==> src/rtl/alu_share_arbiter_if.sv <==
// Bus bundle between the two requesters / ALU and the shared-ALU arbiter.
// The master side is the environment (requesters plus the ALU output);
// the slave side is the arbiter itself.
interface alu_share_arbiter_if #(
  parameter int WIDTH = 32
);
  logic             req0;
  logic             req1;
  logic [WIDTH-1:0] a0;
  logic [WIDTH-1:0] b0;
  logic [WIDTH-1:0] a1;
  logic [WIDTH-1:0] b1;
  logic [2:0]       op0;
  logic [2:0]       op1;
  logic [WIDTH-1:0] alu_result;
  logic             alu_zero;
  logic [WIDTH-1:0] alu_a;
  logic [WIDTH-1:0] alu_b;
  logic [2:0]       alu_op;
  logic             gnt0;
  logic             gnt1;
  logic             done0;
  logic             done1;
  logic [WIDTH-1:0] result;
  logic             zero;
  logic             busy;

  modport master (
    output req0, req1, a0, b0, a1, b1, op0, op1, alu_result, alu_zero,
    input  alu_a, alu_b, alu_op, gnt0, gnt1, done0, done1, result, zero, busy
  );

  modport slave (
    input  req0, req1, a0, b0, a1, b1, op0, op1, alu_result, alu_zero,
    output alu_a, alu_b, alu_op, gnt0, gnt1, done0, done1, result, zero, busy
  );
endinterface

==> src/rtl/alu_share_arbiter.sv <==
// Round-robin arbiter/sequencer sharing one fixed-latency ALU between two
// requesters. One operation at a time: accept, hold ALU inputs for LAT
// cycles, capture the result, pulse done for one cycle, return to idle.
module alu_share_arbiter #(
  parameter int WIDTH = 32,
  parameter int LAT   = 3
) (
  input logic             clk,
  input logic             rst_n,
  alu_share_arbiter_if.slave bus
);

  if (LAT < 1 || LAT > 15) begin : g_bad_lat
    $error("alu_share_arbiter: LAT must be in 1..15");
  end

  localparam logic [3:0] LAT_CNT = 4'(LAT);

  typedef enum logic [1:0] {
    IDLE = 2'd0,
    EXEC = 2'd1,
    DONE = 2'd2
  } state_t;

  state_t           state_q, state_d;
  logic [3:0]       cnt_q, cnt_d;
  logic             last_q, last_d;
  logic             win_q, win_d;
  logic [WIDTH-1:0] alu_a_q, alu_a_d;
  logic [WIDTH-1:0] alu_b_q, alu_b_d;
  logic [2:0]       alu_op_q, alu_op_d;
  logic             gnt0_q, gnt0_d;
  logic             gnt1_q, gnt1_d;
  logic             done0_q, done0_d;
  logic             done1_q, done1_d;
  logic [WIDTH-1:0] result_q, result_d;
  logic             zero_q, zero_d;
  logic             pick;

  // Round-robin choice: on a tie the requester that did not go last wins.
  always_comb begin
    pick = 1'b0;
    if (bus.req0 && bus.req1) begin
      pick = ~last_q;
    end else begin
      pick = bus.req1;
    end
  end

  // Next-state and registered-output computation for the three-phase sequence.
  always_comb begin
    state_d  = state_q;
    cnt_d    = cnt_q;
    last_d   = last_q;
    win_d    = win_q;
    alu_a_d  = alu_a_q;
    alu_b_d  = alu_b_q;
    alu_op_d = alu_op_q;
    gnt0_d   = gnt0_q;
    gnt1_d   = gnt1_q;
    done0_d  = 1'b0;
    done1_d  = 1'b0;
    result_d = result_q;
    zero_d   = zero_q;

    case (state_q)
      IDLE: begin
        if (bus.req0 || bus.req1) begin
          win_d    = pick;
          alu_a_d  = pick ? bus.a1  : bus.a0;
          alu_b_d  = pick ? bus.b1  : bus.b0;
          alu_op_d = pick ? bus.op1 : bus.op0;
          gnt0_d   = ~pick;
          gnt1_d   = pick;
          cnt_d    = LAT_CNT;
          state_d  = EXEC;
        end
      end
      EXEC: begin
        cnt_d = cnt_q - 4'd1;
        if (cnt_q <= 4'd1) begin
          cnt_d    = 4'd0;
          result_d = bus.alu_result;
          zero_d   = bus.alu_zero;
          gnt0_d   = 1'b0;
          gnt1_d   = 1'b0;
          done0_d  = ~win_q;
          done1_d  = win_q;
          last_d   = win_q;
          state_d  = DONE;
        end
      end
      DONE: begin
        state_d = IDLE;
      end
      default: begin
        state_d = IDLE;
        gnt0_d  = 1'b0;
        gnt1_d  = 1'b0;
      end
    endcase
  end

  // State and output registers; reset abandons any operation in flight.
  always_ff @(posedge clk or negedge rst_n) begin
    if (!rst_n) begin
      state_q  <= IDLE;
      cnt_q    <= 4'd0;
      last_q   <= 1'b1;
      win_q    <= 1'b0;
      alu_a_q  <= '0;
      alu_b_q  <= '0;
      alu_op_q <= 3'd0;
      gnt0_q   <= 1'b0;
      gnt1_q   <= 1'b0;
      done0_q  <= 1'b0;
      done1_q  <= 1'b0;
      result_q <= '0;
      zero_q   <= 1'b0;
    end else begin
      state_q  <= state_d;
      cnt_q    <= cnt_d;
      last_q   <= last_d;
      win_q    <= win_d;
      alu_a_q  <= alu_a_d;
      alu_b_q  <= alu_b_d;
      alu_op_q <= alu_op_d;
      gnt0_q   <= gnt0_d;
      gnt1_q   <= gnt1_d;
      done0_q  <= done0_d;
      done1_q  <= done1_d;
      result_q <= result_d;
      zero_q   <= zero_d;
    end
  end

  assign bus.alu_a  = alu_a_q;
  assign bus.alu_b  = alu_b_q;
  assign bus.alu_op = alu_op_q;
  assign bus.gnt0   = gnt0_q;
  assign bus.gnt1   = gnt1_q;
  assign bus.done0  = done0_q;
  assign bus.done1  = done1_q;
  assign bus.result = result_q;
  assign bus.zero   = zero_q;
  assign bus.busy   = (state_q != IDLE);

endmodule
==> src/flat_wrapper.sv <==
// flat-port wrapper written by rule: the top's interface ports become plain ports
module alu_share_arbiter_flat 
#(
  parameter int WIDTH = 32,
  parameter int LAT   = 3
)
  (clk, rst_n, bus_req0, bus_req1, bus_a0, bus_b0, bus_a1, bus_b1, bus_op0, bus_op1, bus_alu_result, bus_alu_zero, bus_alu_a, bus_alu_b, bus_alu_op, bus_gnt0, bus_gnt1, bus_done0, bus_done1, bus_result, bus_zero, bus_busy);
  alu_share_arbiter_if #(.WIDTH(WIDTH)) bus_i ();
  input logic clk;
  input logic rst_n;
  input wire logic [$bits(bus_i.req0)-1:0] bus_req0;
  input wire logic [$bits(bus_i.req1)-1:0] bus_req1;
  input wire logic [$bits(bus_i.a0)-1:0] bus_a0;
  input wire logic [$bits(bus_i.b0)-1:0] bus_b0;
  input wire logic [$bits(bus_i.a1)-1:0] bus_a1;
  input wire logic [$bits(bus_i.b1)-1:0] bus_b1;
  input wire logic [$bits(bus_i.op0)-1:0] bus_op0;
  input wire logic [$bits(bus_i.op1)-1:0] bus_op1;
  input wire logic [$bits(bus_i.alu_result)-1:0] bus_alu_result;
  input wire logic [$bits(bus_i.alu_zero)-1:0] bus_alu_zero;
  output wire logic [$bits(bus_i.alu_a)-1:0] bus_alu_a;
  output wire logic [$bits(bus_i.alu_b)-1:0] bus_alu_b;
  output wire logic [$bits(bus_i.alu_op)-1:0] bus_alu_op;
  output wire logic [$bits(bus_i.gnt0)-1:0] bus_gnt0;
  output wire logic [$bits(bus_i.gnt1)-1:0] bus_gnt1;
  output wire logic [$bits(bus_i.done0)-1:0] bus_done0;
  output wire logic [$bits(bus_i.done1)-1:0] bus_done1;
  output wire logic [$bits(bus_i.result)-1:0] bus_result;
  output wire logic [$bits(bus_i.zero)-1:0] bus_zero;
  output wire logic [$bits(bus_i.busy)-1:0] bus_busy;
  assign bus_i.req0 = bus_req0;
  assign bus_i.req1 = bus_req1;
  assign bus_i.a0 = bus_a0;
  assign bus_i.b0 = bus_b0;
  assign bus_i.a1 = bus_a1;
  assign bus_i.b1 = bus_b1;
  assign bus_i.op0 = bus_op0;
  assign bus_i.op1 = bus_op1;
  assign bus_i.alu_result = bus_alu_result;
  assign bus_i.alu_zero = bus_alu_zero;
  assign bus_alu_a = bus_i.alu_a;
  assign bus_alu_b = bus_i.alu_b;
  assign bus_alu_op = bus_i.alu_op;
  assign bus_gnt0 = bus_i.gnt0;
  assign bus_gnt1 = bus_i.gnt1;
  assign bus_done0 = bus_i.done0;
  assign bus_done1 = bus_i.done1;
  assign bus_result = bus_i.result;
  assign bus_zero = bus_i.zero;
  assign bus_busy = bus_i.busy;
  alu_share_arbiter #(.WIDTH(WIDTH), .LAT(LAT)) u_core (.clk(clk), .rst_n(rst_n), .bus(bus_i));
endmodule
==> config.mk <==
export PLATFORM = sky130hd
export DESIGN_NAME = alu_share_arbiter_flat
export DESIGN_NICKNAME = d
export VERILOG_FILES = /design/src/rtl/alu_share_arbiter_if.sv /design/src/rtl/alu_share_arbiter.sv /design/src/flat_wrapper.sv
export SDC_FILE = /design/constraint.sdc
export NUM_CORES = 1
export LEC_CHECK = 0
export ABC_AREA = 1
export BUFFER_PORTS_ARGS = -buffer_cell sky130_fd_sc_hd__buf_2
export CORE_MARGIN = 8
export CORE_UTILIZATION = 45
export DETAILED_ROUTE_END_ITERATION = 8
export PLACE_DENSITY = 0.91
export SETUP_SLACK_MARGIN = 0.1
export SLEW_MARGIN = 20
export SYNTH_ARGS = -nofsm -noshare
export SYNTH_HDL_FRONTEND = slang
export SYNTH_SLANG_ARGS = --single-unit
==> constraint.sdc <==
create_clock -name clk -period 1.65 [get_ports clk]
set_input_delay 0.0825 -clock clk [delete_from_list [all_inputs] [get_ports clk]]
set_output_delay 0.0825 -clock clk [all_outputs]
set_load 0.01 [all_outputs]
==> run summary <==
Outcome - complete, no violations
Sequential share of power - 0.360
CP endpoint kind - flip-flop
Slew @ Worst Pin - 0.586 ns
Commonest non-fill, non-tap cells in the layout - nand2_1 (521), buf_2 (274), dfrtp_1 (111)
CP top delay family - flip-flops
Power per cell area - 1800 nW/um2
Final Hold Vio Count - 0
Fraction of power spent switching nets - 0.422
Post-CTS Setup Bufs - 0
Syn Inst Count - 711
Syn Nets - 884
CP required - 1.89 ns
Largest net degree at the start of global routing - 113
DIE AREA - 15300 um2
Switching pwr - 0.00560 W
CP most frequent cell - nand2_1
WP buf/inv - 3
Cell Area, Synth - 5240 um2
Initial antenna violation count - 0
PnR worst setup slack - 0.199 ns
Router iterations before antenna repair - 4
CTS tree - built
Die width - 124 um
Reg2reg setup slack - 0.20 ns
Synthesized area per cell - 7.36 um2
Die height - 124 um
Yosys top cell by area - dfrtp_1
Number of H-tree levels - 3
Combinational power share - 0.469
Ranking of synthesized cells by area - dfrtp_1 (53%), nand2_1 (37%), buf_2 (1.6%), buf_6 (1.5%), buf_4 (1.4%)
Maximum vdd drop - 1.32 mV
Slowest stage delay, CP - 0.42 ns
P_leak - 4.55 nW
Register area share after synthesis - 0.536
DRC - 0
Area Overhead vs Synth - 40.8%
Post-synthesis adder-cell area fraction - 0.00478
Clock Tree Buf Depth - 2
Number of buffers created by CTS - 9
Synth Area in Compound Gates - 0.00574
Synth warn - 0
Wire length per cell - 14.2 um
Hold/Removal Path Class - in -> reg
Setup violations, final - 0
Stages on worst setup path - 8
Largest family of logic cells by synthesized area - simple AND/OR/NAND/NOR gates
Multiplexer area fraction after synthesis - 0
Vias in the first global route - 5237
Clk pwr share - 0.171
Top Ports - 276
Kind of critical path - reg -> reg
Root buffer cell - clkbuf_16
Fillers - 913
Yosys reg bits - 112
Clock transition at the registers of the reported paths - 0.08 ns
Post-route insts no fill - 1157
Simple-gate share of the synthesized area - 0.396
Period utilization - 0.879
Grt ovf - 0
Fin util - 0.648
Internal power - 0.00765 W
Max Cap Viol - 0
Clock Latency Late Sink - 0.35 ns
Final wirelength - 16400 um
Most common cell after layout, fill and taps aside - nand2_1
Crit-path cells - inv_2, ha_2, inv_1, nand2_2, nand3_2, buf_6, nand2_1, nand2_1
Layout cells sized above 1 - 0.317
Worst R2R Path Depth - 8
Clock Skews - 0.0128 ns
Hpwl dp - 11400 um
Critical path fanouts, max - 31
Site Rows - 39
Placer Congestion - 0.862
DRT antenna net count - 0
Slew HR - 0.609
First-pass GRT wire length - 25200 um
CP arrival - 1.69 ns
Core area - 11400 um2
Final Max Slew Viols - 0
Post-synth cell types - 20
Peak Freq - 689 MHz
# diodes - 0
Total negative setup slack - 0 ns
IO buf count - 275
DR vias - 5300
Initial Util - 0.460
Post-Synth XOR/XNOR Area - 0.00167
Placed cells - 1107
GRT Overall Usage - 0.206
CP Launch Type - flip-flop
Sink Count - 112
DRC marker count from the first detailed-route iteration - 331
Critical-path top delay cell - dfrtp_1
Top-area cell type share of the netlist area - 0.531
Hold Path Depth - 5
Final min period - 1.45 ns
Fin nets - 1182
RSZ-0062 raised after global routing - no
Place WS - 0.144 ns
Vias per cell - 4.58
## metal layers
metal	up-vias	GRT usage	routed length, um
met5	-	0	0
met4	0	0.0534	173
met3	14	0.0725	1810
met2	218	0.357	8130
met1	2358	0.236	6280
li1	2710	-	-
## stage by stage
stage          instance area [um2]  hold WS, ns  total power, W
2_1_floorplan                 5240       -0.213         0.00848
3_3_place_gp                  6710        0.205          0.0106
3_5_place_dp                  6710        0.205          0.0109
4_1_cts                       7360      0.00855          0.0132
5_1_grt                       7370       0.0290          0.0143
6_report                      7370       0.0159          0.0133
## worst register-to-register path, delay by kind of cell (launching register included)
kind / cells / cell delay, ns
and+or+nand+nor: 4 / 0.36
buffers and inverters: 3 / 0.36
DFF: 1 / 0.42
adders and majority gates: 1 / 0.20
## path summary, 6_finish.rpt
check / from / to
hold / removal: bus_b1[16] / u_core.bus.alu_b[16]
setup / recovery: u_core.cnt_q[0] / u_core.bus.result[8]
hold reg to reg: u_core.win_q / u_core.bus.done0
min in group asynchronous: rst_n / u_core.bus.result[18]
setup reg to reg: u_core.cnt_q[0] / u_core.bus.result[8]
max in group asynchronous: rst_n / u_core.bus.alu_a[3]
## state kept, by name, indices dropped and copies added, names as in the netlist
| signal | cells |
|---|---|
| u_core.bus.alu_a | 32 |
| u_core.bus.alu_b | 32 |
| u_core.bus.alu_op | 3 |
| u_core.bus.done0 | 1 |
| u_core.bus.done1 | 1 |
| u_core.bus.gnt0 | 1 |
| u_core.bus.gnt1 | 1 |
| u_core.bus.result | 32 |
| u_core.bus.zero | 1 |
| u_core.cnt_q | 4 |
| u_core.last_q | 1 |
| u_core.state_q | 2 |
| u_core.win_q | 1 |
## cell usage after synthesis
cell      count
buf_6         7
nor2_2        1
dfstp_2       1
dfrtp_1     111
nand2_2       4
nor2_1        6
o21ai_0       3
inv_1        10
nand3_2       1
nand2_1     522
clkbuf_1      1
nand4_1       1
inv_2         4
nand3_1       4
ha_1          2
nor2_4        2
buf_2        17
buf_4        10
a21oi_1       3
xor2_1        1
## logic make-up after synthesis
| logic type | count (synthesis) |
|---|---|
| buffers and inverters | 49 |
| AOI/OAI and AO/OA | 6 |
| and+or+nand+nor | 541 |
| DFF | 112 |
| adders and majority gates | 2 |
| xor gates and xnor gates | 1 |
## final cells by class
cell class	count	area, um2	area share
repair buffers	322	1880	0.256
well taps	143	179	0.0243
multi-input cells	550	2140	0.290
clock inverters	7	85.1	0.0115
flip-flops and latches	112	2800	0.380
inverters	14	52.6	0.00713
clock buffers	9	225	0.0306
## power by group through the flow
stage	clock network, W	logic [W]	registers, W
4_1_cts	0.00229	0.00620	0.00474
2_1_floorplan	0	0.00313	0.00535
3_5_place_dp	0	0.00615	0.00475
5_1_grt	0.00242	0.00695	0.00491
6_report	0.00227	0.00621	0.00477
3_3_place_gp	0	0.00591	0.00473
## what timing repair did
item | CTS | global route
hold buffers | 34 | 0
resized for setup | 0 | 5
setup endpoints to repair | 0 | 33
endpoints found under the hold margin | 144 | 0
Note: power is estimated with default switching activity, not from simulation.
